## config.mk

```make
export PLATFORM = sky130hd
export DESIGN_NAME = capture_ctrl
export DESIGN_NICKNAME = d
export VERILOG_FILES = /design/src/rtl/capture_pkg.sv /design/src/rtl/capture_trig_detect.sv /design/src/rtl/capture_ctrl.sv
export SDC_FILE = /design/constraint.sdc
export NUM_CORES = 1
export LEC_CHECK = 0
export ABC_AREA = 1
export CAP_MARGIN = 20
export CORE_UTILIZATION = 25
export CTS_CLUSTER_DIAMETER = 80
export DETAILED_ROUTE_END_ITERATION = 8
export HOLD_SLACK_MARGIN = 0.15
export PLACE_DENSITY = 0.43
export SKIP_CTS_REPAIR_TIMING = 1
export SYNTH_ARGS = -nofsm -noshare
export SYNTH_HDL_FRONTEND = slang
export SYNTH_SLANG_ARGS = --single-unit
```

## constraint.sdc

```tcl
create_clock -name clk -period 5.1 [get_ports clk]
set_input_delay 1.02 -clock clk [delete_from_list [all_inputs] [get_ports clk]]
set_output_delay 1.02 -clock clk [all_outputs]
set_load 0.005 [all_outputs]
```

## src/rtl/capture_pkg.sv

```systemverilog
// Shared types for the capture controller: FSM states and trigger edge encoding.
package capture_pkg;
  typedef enum logic [2:0] {IDLE, PRE_FILL, ARMED, POST, DONE} state_e;
  localparam logic EDGE_RISE = 1'b0;
  localparam logic EDGE_FALL = 1'b1;
endpackage

```

## src/rtl/capture_trig_detect.sv

```systemverilog
// Level-crossing trigger: remembers the previous accepted sample and flags a
// single-cycle hit when the current sample crosses the threshold (or is forced).
module trig_detect
  import capture_pkg::*;
#(
  parameter int DATA_WIDTH = 8
) (
  input  logic                  clk,
  input  logic                  rst_n,
  input  logic                  clr_i,
  input  logic                  en_i,
  input  logic                  smp_vld_i,
  input  logic [DATA_WIDTH-1:0] smp_i,
  input  logic [DATA_WIDTH-1:0] level_i,
  input  logic                  edge_sel_i,
  input  logic                  force_i,
  output logic                  hit_o
);
  logic [DATA_WIDTH-1:0] prev_q;
  logic                  pv_q;
  logic                  rise, fall, crossed;

  always_ff @(posedge clk or negedge rst_n) begin
    if (!rst_n) begin
      prev_q <= '0;
      pv_q   <= 1'b0;
    end else if (clr_i) begin
      pv_q   <= 1'b0;
    end else if (smp_vld_i) begin
      prev_q <= smp_i;
      pv_q   <= 1'b1;
    end
  end

  assign rise    = (prev_q < level_i) && (smp_i >= level_i);
  assign fall    = (prev_q > level_i) && (smp_i <= level_i);
  assign crossed = pv_q && ((edge_sel_i == EDGE_FALL) ? fall : rise);
  assign hit_o   = en_i && smp_vld_i && (force_i || crossed);
endmodule

```

## src/rtl/capture_ctrl.sv

```systemverilog
// Circular-buffer acquisition controller: pre-fill, trigger, post-fill, then
// maps linear readout indices (0 = oldest pre-trigger sample) to RAM addresses.
module capture_ctrl
  import capture_pkg::*;
#(
  parameter int DATA_WIDTH = 8,
  parameter int ADDR_WIDTH = 8
) (
  input  logic                  clk,
  input  logic                  rst_n,
  input  logic                  arm,
  input  logic                  abort,
  input  logic                  force_trig,
  input  logic                  edge_sel,
  input  logic [DATA_WIDTH-1:0] level,
  input  logic [ADDR_WIDTH-1:0] pre_len,
  input  logic                  s_valid,
  input  logic [DATA_WIDTH-1:0] s_data,
  input  logic [ADDR_WIDTH-1:0] rd_index,
  output logic                  ram_cs,
  output logic                  ram_we,
  output logic                  ram_oe,
  output logic [ADDR_WIDTH-1:0] ram_addr_in,
  output logic [DATA_WIDTH-1:0] ram_data_in,
  output logic [ADDR_WIDTH-1:0] ram_addr_out,
  output logic                  busy,
  output logic                  armed,
  output logic                  done,
  output logic [ADDR_WIDTH-1:0] trig_addr
);
  localparam logic [ADDR_WIDTH:0] DEPTH_C = {1'b1, {ADDR_WIDTH{1'b0}}};
  localparam logic [ADDR_WIDTH:0] ONE_C   = {{ADDR_WIDTH{1'b0}}, 1'b1};

  state_e                state_q;
  logic [ADDR_WIDTH-1:0] wp_q, pre_q, trig_q, wa_q;
  logic [ADDR_WIDTH:0]   cnt_q, cnt_nxt, post_tgt;
  logic [DATA_WIDTH-1:0] lvl_q, wd_q;
  logic                  edge_q, we_q, cs_q;
  logic                  acc, hit, in_run;

  // pre_len is ADDR_WIDTH wide, so it can never exceed DEPTH-1: the clamp is inherent.
  assign in_run   = (state_q == PRE_FILL) || (state_q == ARMED) || (state_q == POST);
  assign acc      = s_valid && in_run && !arm && !abort;
  assign cnt_nxt  = cnt_q + ONE_C;
  assign post_tgt = DEPTH_C - {1'b0, pre_q};

  trig_detect #(.DATA_WIDTH(DATA_WIDTH)) u_trig (
    .clk        (clk),
    .rst_n      (rst_n),
    .clr_i      (arm),
    .en_i       (state_q == ARMED),
    .smp_vld_i  (acc),
    .smp_i      (s_data),
    .level_i    (lvl_q),
    .edge_sel_i (edge_q),
    .force_i    (force_trig),
    .hit_o      (hit)
  );

  always_ff @(posedge clk or negedge rst_n) begin
    if (!rst_n) begin
      state_q <= IDLE;
      wp_q    <= '0;
      pre_q   <= '0;
      trig_q  <= '0;
      wa_q    <= '0;
      wd_q    <= '0;
      cnt_q   <= '0;
      lvl_q   <= '0;
      edge_q  <= EDGE_RISE;
      we_q    <= 1'b0;
      cs_q    <= 1'b0;
    end else begin
      cs_q <= 1'b1;
      we_q <= acc;
      if (acc) begin
        wa_q <= wp_q;
        wd_q <= s_data;
        wp_q <= wp_q + 1'b1;
      end
      if (abort) begin
        state_q <= IDLE;
      end else if (arm) begin
        pre_q   <= pre_len;
        lvl_q   <= level;
        edge_q  <= edge_sel;
        cnt_q   <= '0;
        state_q <= (pre_len == '0) ? ARMED : PRE_FILL;
      end else if (acc) begin
        case (state_q)
          PRE_FILL: begin
            cnt_q <= cnt_nxt;
            if (cnt_nxt == {1'b0, pre_q}) state_q <= ARMED;
          end
          ARMED: if (hit) begin
            trig_q  <= wp_q;
            cnt_q   <= ONE_C;
            state_q <= (post_tgt == ONE_C) ? DONE : POST;
          end
          POST: begin
            cnt_q <= cnt_nxt;
            if (cnt_nxt == post_tgt) state_q <= DONE;
          end
          default: ;
        endcase
      end
    end
  end

  assign ram_cs       = cs_q;
  assign ram_we       = we_q;
  assign ram_addr_in  = wa_q;
  assign ram_data_in  = wd_q;
  assign busy         = in_run;
  assign armed        = (state_q == ARMED);
  assign done         = (state_q == DONE);
  assign ram_oe       = done;
  assign trig_addr    = trig_q;
  assign ram_addr_out = done ? (trig_q - pre_q + rd_index) : '0;
endmodule

```

# [After elaboration in Yosys (flattened, before gate mapping)]
# Cells that the tools add are included.
# Widths: inputs -> output; s select.
[totals] ff_bits=72 out_inout_bits=38 wordCells=76
[classes] n_addsub=5 n_lt_le_gt_ge=4 n_eq_ne=11 n_mux=17 n_bitwise=2 n_reduce_logical=24
[op_table] op="$mux 9" count=3
[op_table] op="$mux 3" count=7
[op_table] op="$pmux 9 s2" count=1
[op_table] op="$reduce_and 5->1" count=2
[op_table] op="$add 9x1->9 const B" count=1
[op_table] op="$eq 9x1->1 const B" count=1
[op_table] op="$eq 9x8->1" count=1
[op_table] op="$eq 9x9->1" count=1
[op_table] op="$pmux 3 s3" count=1
[op_table] op="$sub 9x8->9 const A" count=1
[op_table] op="$add 8x1->8 const B" count=1
[op_table] op="$add 8x8->8" count=1
[op_table] op="$ge 8x8->1" count=1
[op_table] op="$gt 8x8->1" count=1
[op_table] op="$le 8x8->1" count=1
[op_table] op="$logic_and 1x1->1" count=8
[op_table] op="$logic_not 8->1" count=1
[op_table] op="$lt 8x8->1" count=1
[op_table] op="$mux 8" count=1
[op_table] op="$ne 4x3->1 const B" count=2
[op_table] op="$sub 8x8->8" count=1
[op_table] op="$eq 3x2->1 const B" count=2
[op_table] op="$reduce_bool 3->1" count=2
[op_table] op="$reduce_bool 5->1" count=1
[op_table] op="other kinds (13)" count=20

# [Longest topological paths before layout]
# Gate-level depths: netlist of the first run.
[depth] depth_word=13 ltp_mapped=20

# [Cells and area by module]
# From an unflattened synthesis of the first run, not the netlist that was laid out.
[unflattened] hier_cells=596 area_unflattened_um2=4611.9
[modules_own_cells] mod="capture_ctrl" n_inst=1 cells_each=498 area_per_inst_um2=3782.4
[modules_own_cells] mod="trig_detect" n_inst=1 cells_each=98 area_per_inst_um2=829.5

# [Least setup slack after synthesis of the first run]
# No wires, ideal clock.
[synth_timing] path_type="in2out" startpoint="in rd_index[2]" endpoint="out ram_addr_out[7]" t_arrival_ns=2.883 t_required_ns=4.080 setup_slack_ns=1.197 cell_stages=13 path_buffers=0 cell_sequence="inv_1 -> fa_1 -> inv_1 -> ha_1 -> a21oi_1 -> nand2_1 -> a21o_1 -> a21oi_1 -> nor2_1 -> nor2_1 -> o21bai_1 -> o21ai_0 -> a21oi_1"
[synth_via] elab_chain_cells=2
[synth_lines] item="start: declaration" line="capture_ctrl.sv:19" rtl="input logic [ADDR_WIDTH-1:0] rd_index,"
[synth_lines] item="$add 8x8->8" line="capture_ctrl.sv:119" rtl="assign ram_addr_out = done ? (trig_q - pre_q + rd_index) : '0;"
[synth_lines] item="$mux 8" line="capture_ctrl.sv:119"
[synth_lines] item="end: declaration" line="capture_ctrl.sv:25" rtl="output logic [ADDR_WIDTH-1:0] ram_addr_out,"
# Every way passes these cells.

# [Worst setup path after layout of the first run]
# Same ends and word-level chain as after synthesis.

==> qor.csv, run 1 <==
metric,value,unit
drtIter0Drc,152,
avgSynthCellArea,7.44,um2
dieArea,18600,um2
synth_top_area_share,39.8,%
slew_violations,0,
fmax,206,MHz
clockBufferDepth,2,
cts_buffers,9,
drive_above_1_share,6.22,%
critPathRequiredTime,4080,ps
syn2layout_area_growth,29.6,%
synthesis.area,4520,um2
vias_per_cell,4.33,
ios,77,
grt_usage,13.8,%
dp_cells,899,
worstHoldStart,wp_q[7],
yosys-top-cells-area,"dfrtp_1, nand2_1, ha_1",
cellPowerDensity,340,nW/um2
hold_class,flop to flop,
skew,7.04,ps
synth_seq_area_share,39.8,%
die_w,137,um
max_cap_violations,0,
antenna_found_initial,0,
ys_seq_elements,72,
final_cell_mix,"nand2_1, inv_1, clkdlybuf4s50_1, dfrtp_1, nor2_1",
status,"complete, no violations",
die_y,137,um
timing_hold_violations_final,0,
overflow,0,
design_area,5870,um2
cts-root-buf,clkbuf_16,
cts_tree,done,
nets,760,
rr_startpoint,state_q[2],
diodes,0,
fin_crit_sh,95.4,%
worstSetupEndpointType,primary output,
ir_worst_vdd,151,uV
place.gp.congestion,0.869,
synthCells,608,
ant_nets,0,
port_buffers,76,
fin_util,33.6,%
clock_sink_count,72,
reg2reg_to,wp_q[7],
grt_max_degree,73,
grt_setup_unrepaired,false,
grt_pass1_vias,4078,
period_needed,4870,ps
dp_hpwl,9200,um
h-tree-depth,3,
r2r_setup_slack,2730,ps
total_leakage_power,2.97,nW
place_area,5530,um2
path_max_fanout,5,
clk_latency,340,ps
critPathLaunchType,input port,
drt_wl_total,12000,um
initial_core_util,25.9,%
wl_per_cell,13.1,um
synth.distinct_cells,34,
instances_no_fill,916,
clk_pin_slew_worst_paths,60,ps
holdPathStages,1,
yosysWarnings,0,
arrival,3850,ps
grt_pass1_wl,19800,um
final_common_cell,nand2_1,
hold_path_end,wp_q[7],
vias,3967,
drtPass1Iterations,4,
synth_fp_nets,682,
tns,0,ps
rows,48,
drc,0,
path_class,input port to primary output,
timing_worst_slew_pin_value,968,ps
setup_violations,0,
core,17500,um2
slew_headroom,35.5,%
yosysTopAreaCell,dfrtp_1,
worst-r2r-cell-count,12,
logic make-up (layout without fill, tap and decap cells):
group	after synthesis	after routing	share of synthesized area, %
other	1	1	0.0829
DFF	72	72	39.8
adders and majority gates	35	35	10.8
muxes	1	1	0.249
AOI/OAI and AO/OA	65	65	7.44
xor gates and xnor gates	14	14	2.71
buffers and inverters	107	190	9.02
and+or+nand+nor	313	313	29.8
cell type report:
type	count	area, um2
Clock inverter	6	68.8
Sequential cell	72	1800
Inverter	96	362
Multi-Input combinational cell	429	2350
Tap cell	225	282
Fill cell	1834	11600
Clock buffer	10	229
Timing Repair Buffer	78	773
cell usage after synthesis:
| cell type | count |
|---|---|
| buf_2 | 1 |
| conb_1 | 1 |
| nor3_4 | 1 |
| nand2_2 | 5 |
| clkinv_2 | 1 |
| mux2_2 | 1 |
| nand2_4 | 3 |
| a21o_1 | 2 |
| o21a_1 | 1 |
| nand3_2 | 1 |
| nand4_1 | 5 |
| or2_2 | 1 |
| fa_1 | 7 |
| dfrtp_1 | 72 |
| a21oi_1 | 31 |
| inv_1 | 91 |
| ha_1 | 28 |
| buf_4 | 1 |
| nor3_1 | 7 |
| xor2_1 | 12 |
| a31oi_1 | 1 |
| and3b_1 | 1 |
| and2_1 | 2 |
| nor2_4 | 2 |
| nor2_1 | 64 |
| nand3_1 | 42 |
| xnor2_1 | 2 |
| inv_2 | 4 |
| nor3_2 | 2 |
| o21ai_0 | 29 |
| clkbuf_1 | 9 |
| nand3b_1 | 2 |
| o21bai_1 | 1 |
| nand2_1 | 175 |
where the power goes:
group          total [mW]  switching (mW)  internal [mW]
Sequential          0.755          0.0815          0.673
Clock               0.635           0.254          0.381
Combinational       0.607           0.323          0.284
worst max-delay path by stage:
stage,startpoint,endpoint,slack [ps]
floorplan,rd_index[2],ram_addr_out[7],1200
global placement,rd_index[3],ram_addr_out[6],130
detailed placement,rd_index[3],ram_addr_out[6],110
CTS,rd_index[3],ram_addr_out[6],90
global route,rd_index[2],ram_addr_out[7],30
finish,rd_index[2],ram_addr_out[7],230
metal layers:
layer	share of wire, %	track usage (%)
met1	47	17.6
met2	47	22.7
met3	3.9	2.67
met4	1.8	5.93
met5	0	0
registers in the layout (all words and copies together) (netlist names), 3 cells and up:
| register | count |
|---|---|
| ram_data_in | 8 |
| lvl_q | 8 |
| state_q | 3 |
| cnt_q | 9 |
| trig_addr | 8 |
| wp_q | 8 |
| u_trig.prev_q | 8 |
| pre_q | 8 |
| ram_addr_in | 8 |
critical path: stages:
cell             delay [ps]
clkdlybuf4s50_1         450
inv_1                    60
fa_1                    540
inv_1                    70
ha_4                    260
a21oi_1                 140
nand2_1                  90
a21o_1                  170
a21oi_2                 170
nor2_1                   50
nor2_1                   80
o21bai_1                 80
a21oi_1                 130
clkdlybuf4s50_1         520
stage by stage:
step	hold WS, ps	power [mW]	setup slack (ps)
finish	473	2.00	235
CTS	473	2.00	93.0
floorplan	442	1.10	1200
global placement	456	1.35	130
global route	490	2.15	28.7
detailed placement	461	1.35	109
Note: power is estimated with default switching activity, not from simulation.
==> run 2: changes to the inputs <==
ABC_CLOCK_PERIOD_IN_PS = 4850   (was unset)
clock period = 4.85 ns   (was 5.1 ns; I/O delays follow)
==> qor.csv, run 2 (synthesized netlist as in run 1, its figures left out) <==
metric,value,unit
syn2layout_area_growth,30.1,%
grt_usage,14.2,%
drive_above_1_share,6.77,%
max_stage_delay,530,ps
fin_util,33.7,%
r2r_setup_slack,2500,ps
instances_no_fill,919,
wl_met3,431,um
clockBufferDepth,2,
grt_pass1_wl,20400,um
crit_path_top_delay_cell,fa_1,
worst-r2r-cell-count,12,
crit_chain,clkdlybuf4s50_1 > inv_1 > fa_1 > inv_1 > ha_4 > a21oi_1 > nand2_1 > a21o_1 > a21oi_2 > o21ai_0 > a21oi_1 > clkdlybuf4s50_1,
cellPowerDensity,359,nW/um2
arrival,3670,ps
clk_latency,340,ps
wl_met2,5790,um
clk_pin_slew_worst_paths,60,ps
die_w,137,um
place_area,5560,um2
max_cap_violations,0,
p_int,1.42,mW
dr.max_layer_used,met4,
antenna_found_initial,0,
wl_per_cell,13.2,um
timing_worst_slew_pin_value,955,ps
vias_per_cell,4.33,
drc,0,
drtPass1Iterations,4,
worstSetupEndpointType,primary output,
ir_worst_vdd,176,uV
netSwitchingFraction,33.0,%
hold_class,flop to flop,
dp_hpwl,9260,um
h-tree-depth,3,
clock_sink_count,72,
critPathLaunchType,input port,
nets,763,
critPathRequiredTime,3880,ps
final_cell_mix,"nand2_1, inv_1, clkdlybuf4s50_1, dfrtp_1, nor2_1",
cts_tree,done,
wl_met1,5700,um
period_needed,4640,ps
hold_ws,476,ps
dieArea,18600,um2
pwr-share-comb,30.8,%
setup_violations,0,
cts_buffers,9,
reg2reg_to,wp_q[7],
slew_headroom,36.3,%
timing_hold_violations_final,0,
path_class,input port to primary output,
p_seq_share,37.5,%
rows,48,
port_buffers,76,
cp-startpoint,rd_index[2],
grt_pass1_vias,4143,
core,17500,um2
fmax,216,MHz
dp_cells,903,
ant_nets,0,
grt_max_degree,73,
fin_crit_sh,95.6,%
drtIter0Drc,154,
skew,8.49,ps
diodes,0,
drt_wl_total,12100,um
tns,0,ps
slew_violations,0,
largest_reg_flops,9,
place.gp.congestion,0.836,
rr_startpoint,state_q[2],
endpoint,ram_addr_out[5],
cts-root-buf,clkbuf_16,
total_leakage_power,3.02,nW
clkPwrFrac,31.7,%
initial_core_util,25.9,%
path_max_fanout,4,
die_y,137,um
design_area,5890,um2
overflow,0,
final_common_cell,nand2_1,
ios,77,
switchingPower,0.697,mW
grt_setup_unrepaired,false,
regMostFlops,cnt_q,
status,"complete, no violations",
vias,3977,
[run 2: critical path, delay by kind of cell]
| kind | cells | cell delay (ps) |
|---|---|---|
| and+or+nand+nor | 1 | 100 |
| AOI/OAI and AO/OA | 5 | 710 |
| adders and majority gates | 2 | 780 |
| buffers and inverters | 4 | 1100 |
[run 2: layout make-up]
cell class | count | area, um2
Sequential cell | 72 | 1800
Tap cell | 225 | 282
Fill cell | 1853 | 11600
Multi-Input combinational cell | 429 | 2340
Clock inverter | 6 | 68.8
Timing Repair Buffer | 81 | 801
Inverter | 96 | 362
Clock buffer | 10 | 229
[run 2: power groups by stage]
stage	sequential (mW)	clock, mW	combinational (mW)
finish	0.793	0.670	0.651
global route	0.810	0.720	0.756
CTS	0.795	0.694	0.643
detailed placement	0.805	0	0.636
global placement	0.803	0	0.630
floorplan	0.785	0	0.372
[run 2: worst min path at each step]
stage,from,endpoint,slack (ps),depth (start not counted)
after floorplan,wp_q[6],wp_q[6],440,1
after global placement,wp_q[6],wp_q[6],460,1
after detailed placement,wp_q[7],wp_q[7],460,1
after CTS,wp_q[7],wp_q[7],470,1
after global routing,wp_q[6],wp_q[6],500,1
final,wp_q[7],wp_q[7],480,1
[run 2: stage by stage]
stage	power, mW	setup WS [ps]
finish	2.11	212
global route	2.29	92.0
CTS	2.13	-39.2
detailed placement	1.44	-27.0
global placement	1.43	3.34
floorplan	1.16	1050
[run 2: routing by layer]
layer	GRT usage [%]	vias up
met5	0	-
met4	5.43	0
met3	2.93	13
met2	24.3	63
met1	17.5	1842
li1	-	2059
==> run 3: changes to the inputs <==
CTS_CLUSTER_SIZE = 20   (was unset)
==> results of run 3 <==
The final DEF is identical to that of run 2; final timing and power are the same.
